### config.mk
export PLATFORM = sky130hd
export DESIGN_NAME = hazard_ctrl_unit_flat
export DESIGN_NICKNAME = d
export VERILOG_FILES = /design/src/rtl/hazard_ctrl_unit_if.sv /design/src/rtl/hazard_ctrl_unit.sv /design/src/flat_wrapper.sv
export SDC_FILE = /design/constraint.sdc
export NUM_CORES = 1
export LEC_CHECK = 0
export CELL_PAD_IN_SITES_DETAIL_PLACEMENT = 0
export CELL_PAD_IN_SITES_GLOBAL_PLACEMENT = 2
export CORE_AREA = 2 2 78 80
export DETAILED_ROUTE_END_ITERATION = 10
export DIE_AREA = 0 0 80 82
export PLACE_DENSITY = 0.8
export SETUP_SLACK_MARGIN = 0.15
export SYNTH_ARGS = -nofsm -noshare
export SYNTH_HDL_FRONTEND = slang
export SYNTH_SLANG_ARGS = --single-unit
### constraint.sdc
create_clock -name CLK -period 2.2 [get_ports CLK]
set_input_delay 0.22 -clock CLK [delete_from_list [all_inputs] [get_ports CLK]]
set_output_delay 0.22 -clock CLK [all_outputs]
set_load 0.01 [all_outputs]
### src/rtl/hazard_ctrl_unit_if.sv
// rtl/hazard_ctrl_unit_if.sv - pipeline hazard status inputs and latch control outputs
interface hazard_ctrl_unit_if #(
    parameter int REG_W = 5,
    parameter int CNT_W = 16
);
    // Pipeline status seen by the hazard controller
    logic             ihit;
    logic             dhit;
    logic             em_dREN;
    logic             em_dWEN;
    logic             em_pcsrc;
    logic             em_halt;
    logic             de_memread;
    logic [REG_W-1:0] de_wsel;
    logic [REG_W-1:0] fd_rs;
    logic [REG_W-1:0] fd_rt;

    // Latch controls and status driven by the hazard controller
    logic             pc_en;
    logic             FDen;
    logic             DEen;
    logic             EMen;
    logic             MWen;
    logic             FDflush;
    logic             DEflush;
    logic             EMflush;
    logic             MWflush;
    logic             halted;
    logic [CNT_W-1:0] stall_cnt;
    logic [CNT_W-1:0] flush_cnt;

    modport master (
        output ihit, dhit, em_dREN, em_dWEN, em_pcsrc, em_halt,
               de_memread, de_wsel, fd_rs, fd_rt,
        input  pc_en, FDen, DEen, EMen, MWen,
               FDflush, DEflush, EMflush, MWflush,
               halted, stall_cnt, flush_cnt
    );

    modport slave (
        input  ihit, dhit, em_dREN, em_dWEN, em_pcsrc, em_halt,
               de_memread, de_wsel, fd_rs, fd_rt,
        output pc_en, FDen, DEen, EMen, MWen,
               FDflush, DEflush, EMflush, MWflush,
               halted, stall_cnt, flush_cnt
    );
endinterface

### src/rtl/hazard_ctrl_unit.sv
// rtl/hazard_ctrl_unit.sv - 5-stage pipeline hazard FSM (RUN/DRAIN/HALTED); perf counters under HAZARD_PERF_CNT_EN
module hazard_ctrl_unit #(
    parameter int REG_W     = 5,
    parameter int LU_STALL  = 1,
    parameter int DRAIN_CYC = 2,
    parameter int CNT_W     = 16
) (
    input  logic              CLK,
    input  logic              RST,
    hazard_ctrl_unit_if.slave bus
);

    typedef enum logic [1:0] {
        ST_RUN    = 2'd0,
        ST_DRAIN  = 2'd1,
        ST_HALTED = 2'd2
    } state_t;

    localparam logic [1:0] LU_LOAD = 2'(LU_STALL - 1);
    localparam logic [3:0] DR_LOAD = 4'(DRAIN_CYC);

    state_t     fsm_q, fsm_d;
    logic [1:0] lu_q, lu_d;
    logic [3:0] dr_q, dr_d;

    logic dwait;
    logic luse;

    logic pc_en, fd_en, de_en, em_en, mw_en;
    logic fd_flush, de_flush, em_flush, mw_flush;
    logic halted;

    // A memory op in EM that has not completed freezes the front of the pipe
    assign dwait = (bus.em_dREN | bus.em_dWEN) & ~bus.dhit;

    // Load in DE whose destination is consumed by the instruction in FD (r0 never hazards)
    assign luse = bus.de_memread
                & (bus.de_wsel != {REG_W{1'b0}})
                & ((bus.de_wsel == bus.fd_rs) | (bus.de_wsel == bus.fd_rt));

    // State, load-use countdown and drain countdown registers
    always_ff @(posedge CLK) begin
        if (RST) begin
            fsm_q <= ST_RUN;
            lu_q  <= 2'd0;
            dr_q  <= 4'd0;
        end else begin
            fsm_q <= fsm_d;
            lu_q  <= lu_d;
            dr_q  <= dr_d;
        end
    end

    // Next-state and latch control decode, highest priority hazard first
    always_comb begin
        fsm_d    = fsm_q;
        lu_d     = lu_q;
        dr_d     = dr_q;
        pc_en    = 1'b1;
        fd_en    = 1'b1;
        de_en    = 1'b1;
        em_en    = 1'b1;
        mw_en    = 1'b1;
        fd_flush = 1'b0;
        de_flush = 1'b0;
        em_flush = 1'b0;
        mw_flush = 1'b0;
        halted   = 1'b0;

        if (RST) begin
            pc_en    = 1'b0;
            fd_en    = 1'b0;
            de_en    = 1'b0;
            em_en    = 1'b0;
            mw_en    = 1'b0;
            fd_flush = 1'b1;
            de_flush = 1'b1;
            em_flush = 1'b1;
            mw_flush = 1'b1;
        end else begin
            case (fsm_q)
                ST_RUN: begin
                    if (dwait) begin
                        pc_en    = 1'b0;
                        fd_en    = 1'b0;
                        de_en    = 1'b0;
                        em_en    = 1'b0;
                        mw_flush = 1'b1;
                    end else if (bus.em_halt) begin
                        fsm_d    = ST_DRAIN;
                        dr_d     = DR_LOAD;
                        lu_d     = 2'd0;
                        pc_en    = 1'b0;
                        fd_flush = 1'b1;
                        de_flush = 1'b1;
                    end else if (bus.em_pcsrc) begin
                        lu_d     = 2'd0;
                        fd_flush = 1'b1;
                        de_flush = 1'b1;
                    end else if (luse || (lu_q != 2'd0)) begin
                        lu_d     = luse ? LU_LOAD : (lu_q - 2'd1);
                        pc_en    = 1'b0;
                        fd_en    = 1'b0;
                        de_flush = 1'b1;
                    end else if (!bus.ihit) begin
                        pc_en    = 1'b0;
                        fd_flush = 1'b1;
                    end
                end

                ST_DRAIN: begin
                    pc_en = 1'b0;
                    if (dwait) begin
                        // Same freeze as in RUN; the drain countdown waits for memory
                        fd_en    = 1'b0;
                        de_en    = 1'b0;
                        em_en    = 1'b0;
                        mw_flush = 1'b1;
                    end else begin
                        fd_flush = 1'b1;
                        de_flush = 1'b1;
                        if (dr_q == 4'd0) begin
                            fsm_d = ST_HALTED;
                        end else begin
                            dr_d = dr_q - 4'd1;
                        end
                    end
                end

                ST_HALTED: begin
                    pc_en  = 1'b0;
                    fd_en  = 1'b0;
                    de_en  = 1'b0;
                    em_en  = 1'b0;
                    mw_en  = 1'b0;
                    halted = 1'b1;
                end

                default: begin
                    fsm_d = ST_RUN;
                end
            endcase
        end
    end

    assign bus.pc_en   = pc_en;
    assign bus.FDen    = fd_en;
    assign bus.DEen    = de_en;
    assign bus.EMen    = em_en;
    assign bus.MWen    = mw_en;
    assign bus.FDflush = fd_flush;
    assign bus.DEflush = de_flush;
    assign bus.EMflush = em_flush;
    assign bus.MWflush = mw_flush;
    assign bus.halted  = halted;

`ifdef HAZARD_PERF_CNT_EN
    logic [CNT_W-1:0] stall_q;
    logic [CNT_W-1:0] flush_q;
    logic             redirect;
    logic             stall_evt;

    // A redirect is accepted only when nothing above it in priority fired
    assign redirect  = (fsm_q == ST_RUN) & ~dwait & ~bus.em_halt & bus.em_pcsrc;
    assign stall_evt = ~pc_en & (fsm_q != ST_HALTED);

    // Saturating performance counters
    always_ff @(posedge CLK) begin
        if (RST) begin
            stall_q <= {CNT_W{1'b0}};
            flush_q <= {CNT_W{1'b0}};
        end else begin
            if (stall_evt && (stall_q != {CNT_W{1'b1}})) begin
                stall_q <= stall_q + 1'b1;
            end
            if (redirect && (flush_q != {CNT_W{1'b1}})) begin
                flush_q <= flush_q + 1'b1;
            end
        end
    end

    assign bus.stall_cnt = stall_q;
    assign bus.flush_cnt = flush_q;
`else
    assign bus.stall_cnt = {CNT_W{1'b0}};
    assign bus.flush_cnt = {CNT_W{1'b0}};
`endif

endmodule

### src/flat_wrapper.sv
// flat-port wrapper written by rule: the top's interface ports become plain ports
module hazard_ctrl_unit_flat 
#(
    parameter int REG_W     = 5,
    parameter int LU_STALL  = 1,
    parameter int DRAIN_CYC = 2,
    parameter int CNT_W     = 16
)
  (CLK, RST, bus_ihit, bus_dhit, bus_em_dREN, bus_em_dWEN, bus_em_pcsrc, bus_em_halt, bus_de_memread, bus_de_wsel, bus_fd_rs, bus_fd_rt, bus_pc_en, bus_FDen, bus_DEen, bus_EMen, bus_MWen, bus_FDflush, bus_DEflush, bus_EMflush, bus_MWflush, bus_halted, bus_stall_cnt, bus_flush_cnt);
  hazard_ctrl_unit_if #(.REG_W(REG_W), .CNT_W(CNT_W)) bus_i ();
  input  logic CLK;
  input  logic RST;
  input wire logic [$bits(bus_i.ihit)-1:0] bus_ihit;
  input wire logic [$bits(bus_i.dhit)-1:0] bus_dhit;
  input wire logic [$bits(bus_i.em_dREN)-1:0] bus_em_dREN;
  input wire logic [$bits(bus_i.em_dWEN)-1:0] bus_em_dWEN;
  input wire logic [$bits(bus_i.em_pcsrc)-1:0] bus_em_pcsrc;
  input wire logic [$bits(bus_i.em_halt)-1:0] bus_em_halt;
  input wire logic [$bits(bus_i.de_memread)-1:0] bus_de_memread;
  input wire logic [$bits(bus_i.de_wsel)-1:0] bus_de_wsel;
  input wire logic [$bits(bus_i.fd_rs)-1:0] bus_fd_rs;
  input wire logic [$bits(bus_i.fd_rt)-1:0] bus_fd_rt;
  output wire logic [$bits(bus_i.pc_en)-1:0] bus_pc_en;
  output wire logic [$bits(bus_i.FDen)-1:0] bus_FDen;
  output wire logic [$bits(bus_i.DEen)-1:0] bus_DEen;
  output wire logic [$bits(bus_i.EMen)-1:0] bus_EMen;
  output wire logic [$bits(bus_i.MWen)-1:0] bus_MWen;
  output wire logic [$bits(bus_i.FDflush)-1:0] bus_FDflush;
  output wire logic [$bits(bus_i.DEflush)-1:0] bus_DEflush;
  output wire logic [$bits(bus_i.EMflush)-1:0] bus_EMflush;
  output wire logic [$bits(bus_i.MWflush)-1:0] bus_MWflush;
  output wire logic [$bits(bus_i.halted)-1:0] bus_halted;
  output wire logic [$bits(bus_i.stall_cnt)-1:0] bus_stall_cnt;
  output wire logic [$bits(bus_i.flush_cnt)-1:0] bus_flush_cnt;
  assign bus_i.ihit = bus_ihit;
  assign bus_i.dhit = bus_dhit;
  assign bus_i.em_dREN = bus_em_dREN;
  assign bus_i.em_dWEN = bus_em_dWEN;
  assign bus_i.em_pcsrc = bus_em_pcsrc;
  assign bus_i.em_halt = bus_em_halt;
  assign bus_i.de_memread = bus_de_memread;
  assign bus_i.de_wsel = bus_de_wsel;
  assign bus_i.fd_rs = bus_fd_rs;
  assign bus_i.fd_rt = bus_fd_rt;
  assign bus_pc_en = bus_i.pc_en;
  assign bus_FDen = bus_i.FDen;
  assign bus_DEen = bus_i.DEen;
  assign bus_EMen = bus_i.EMen;
  assign bus_MWen = bus_i.MWen;
  assign bus_FDflush = bus_i.FDflush;
  assign bus_DEflush = bus_i.DEflush;
  assign bus_EMflush = bus_i.EMflush;
  assign bus_MWflush = bus_i.MWflush;
  assign bus_halted = bus_i.halted;
  assign bus_stall_cnt = bus_i.stall_cnt;
  assign bus_flush_cnt = bus_i.flush_cnt;
  hazard_ctrl_unit #(.REG_W(REG_W), .LU_STALL(LU_STALL), .DRAIN_CYC(DRAIN_CYC), .CNT_W(CNT_W)) u_core (.CLK(CLK), .RST(RST), .bus(bus_i));
endmodule
==> reports/results.tsv <==
stage	metric	value	unit
final_layout	n_antenna_cell	0	
cts	cts_tree	done	
place	dp_hpwl	1980	um
drt	ant_nets	0	
synthesis	yosys.area.top_type	buf_4	
worst_setup_path	cp_data_required_time	1980	ps
timing	max_freq	503	MHz
power_and_ir_drop	ir_drop	0.000201	V
timing	rsz0062_at_grt	true	
final_layout	syn_to_final_growth	35.0	%
synthesis	yosys_warnings	0	
grt	overflow	0	
timing	hold_ws	482	ps
grt	grtUsageTotal	0.0754	
timing	fin_worst_skew	4.78	ps
synthesis	netlist_area	1120	um2
synthesis	ys_seq_elements	8	
timing	slew_viol_final	0	
cts	clockBufferDepth	2	
place	io_buffers	33	
drt	drt_iter0_markers	22	
power_and_ir_drop	power.density	675	nW/um2
cts	cts.sinks	8	
floorplan	die_w	80	um
timing	worst_slew_pin_slew	539	ps
worst_setup_path	arrival	1770	ps
timing	fin_crit_sh	0.903	
floorplan	rows	28	
min_path	hold_path.class	reg2reg	
grt	grt_max_degree	13	
floorplan	io_pins	66	
grt	antenna_found_initial	0	
cts	numCtsBuffers	3	
synthesis	synth_area_leaders	buf_4, dfxtp_1, ha_1, xor2_1, nor2_1	
place	gp_congestion	0.715	
job	drv_cap	0	
synthesis	syn_avg_cell_area	8.16	um2
drt	drcViolationCount	0	
cts	path_clk_slew	40	ps
cts	cts_setup_buffers	0	
cts	clock_latency	230	ps
timing	max-slew-margin-rel	0.641	
final_layout	fin_nets	211	
worst_setup_path	crit_fanout	4	
worst_setup_path	crit_type	in2out	
floorplan	initial_core_util	0.195	
worst_setup_path	rrSetupSlack	400	ps
drt	viasPerCell	3.83	
cts	root_buffer	clkbuf_8	
final_layout	final_cell_area	1510	um2
drt	vias	969	
drt	drt-total-wl	2340	um
floorplan	die_area	6560	um2
final_layout	nFillCells	657	
floorplan	die_height	82	um
worst_setup_path	endpoint_kind	output pin	
power_and_ir_drop	p_leak	0.670	nW
timing	hold_viol_final	0	
drt	first_pass_iters	4	
synthesis	syn_inst	137	
worst_setup_path	start_kind	input port	
place	dpl_cell_area	1450	um2
synthesis	synth_cell_types	41	
grt	first_global_vias	910	
floorplan	fp.coreArea	5750	um2
status	outcome	finished, final reports clean	
timing	setup_viol	0	
grt	grt_pass1_wl	3950	um
drt	wl_per_cell	9.25	um
final_layout	utilization	0.263	
synthesis	seq_area_frac_synth	0.143	
synthesis	synth_top_area_share	0.228	
timing	fin_crit	1990	ps
cts	htree_levels	1	
final_layout	layout-drive-gt1-share	0.202	
synthesized netlist by cell type, drive strengths merged:
cell type  count
a21o           1
a21oi          6
a221oi         2
a22oi          2
and4b          1
buf           37
clkbuf         1
conb           1
dfxtp          8
ha             7
inv            6
mux2i          3
nand2          6
nand2b         2
nand4bb        1
nor2          14
nor2b          2
nor3           2
nor3b          2
nor4           1
o2111ai        2
o211ai         2
o21a           1
o21ai          8
o21bai         2
o31ai          3
o32ai          1
or2            1
or4            2
xor2          10
cell families after synthesis:
logic type / Yosys count / synth area share
buf+inv: 44 / 0.285
simple gates: 34 / 0.166
compound gates: 30 / 0.219
flops: 8 / 0.143
other cells: 1 / 0.00335
mux: 3 / 0.0268
xor+xnor: 10 / 0.0783
fa+ha+maj: 7 / 0.0783
flip-flops by register name, summed over array words and instances, names as in the netlist:
| signal | flops |
|---|---|
| u_core.fsm_q | 2 |
| u_core.lu_q | 2 |
| u_core.dr_q | 4 |
final timing paths:
| kind | startpoint | endpoint | depth (start not counted) |
|---|---|---|---|
| worst max-delay path | bus_de_wsel[0] | bus_pc_en | 6 |
| worst min-delay path | u_core.lu_q[1] | u_core.lu_q[1] | 2 |
| worst max register to register | u_core.fsm_q[1] | u_core.dr_q[2] | 8 |
| worst min register to register | u_core.lu_q[1] | u_core.lu_q[1] | 2 |
critical path: stages:
cell	delay, ps
dlygate4sd2_1	250
or4_4	550
o21ai_4	200
o21ai_1	90
o32ai_1	280
buf_2	180
per-layer routing:
metal  vias to the layer above  GRT usage  wire (um)
met5                         -          0          0
met4                         0    0.00508          0
met3                         0     0.0275        166
met2                        41      0.134       1140
met1                       440     0.0908       1040
li1                        488          -          -
per-stage QoR:
stage | instances | TNS, ps | total power (W) | worst slack (ps)
finish | 253 | 0 | 0.00102 | 213
global route | 253 | 0 | 0.00111 | 130
CTS | 253 | 0 | 0.00101 | 143
detailed placement | 250 | -1150 | 0.000833 | -335
global placement | 250 | -1120 | 0.000834 | -305
floorplan | 168 | 0 | 0.000658 | 524
report_power, final:
part           internal [W]  switching [W]
sequential         0.000176      0.0000302
clock              0.000118      0.0000573
combinational      0.000310       0.000327
total              0.000604       0.000415
what timing repair did:
item	4_1_cts	5_1_grt
hold buffers	0	0
endpoints found under the setup margin	6	5
gates resized for setup	26	4
pin swaps	7	5
cloned	0	0
area by class of cell:
class | instances | area, um2 | area share
multi-input cells | 116 | 788 | 0.522
repair buffers | 45 | 404 | 0.268
flip-flops and latches | 8 | 160 | 0.106
well taps | 75 | 93.8 | 0.0621
clock buffers | 3 | 41.3 | 0.0273
inverters | 6 | 22.5 | 0.0149
cells in the final DEF (no fill, tap or decap), types with 5 or more instances in the layout:
master / Yosys / layout
conb_1: 1 / 32
clkdlybuf4s50_1: 0 / 21
nor2_1: 13 / 12
buf_4: 34 / 12
xor2_1: 10 / 10
dfxtp_1: 8 / 8
inv_1: 6 / 6
nand2_1: 6 / 6
o21ai_1: 6 / 6
dlygate4sd2_1: 0 / 6
a21oi_1: 6 / 5
ha_1: 7 / 5
(Power assumes the default switching activity.)
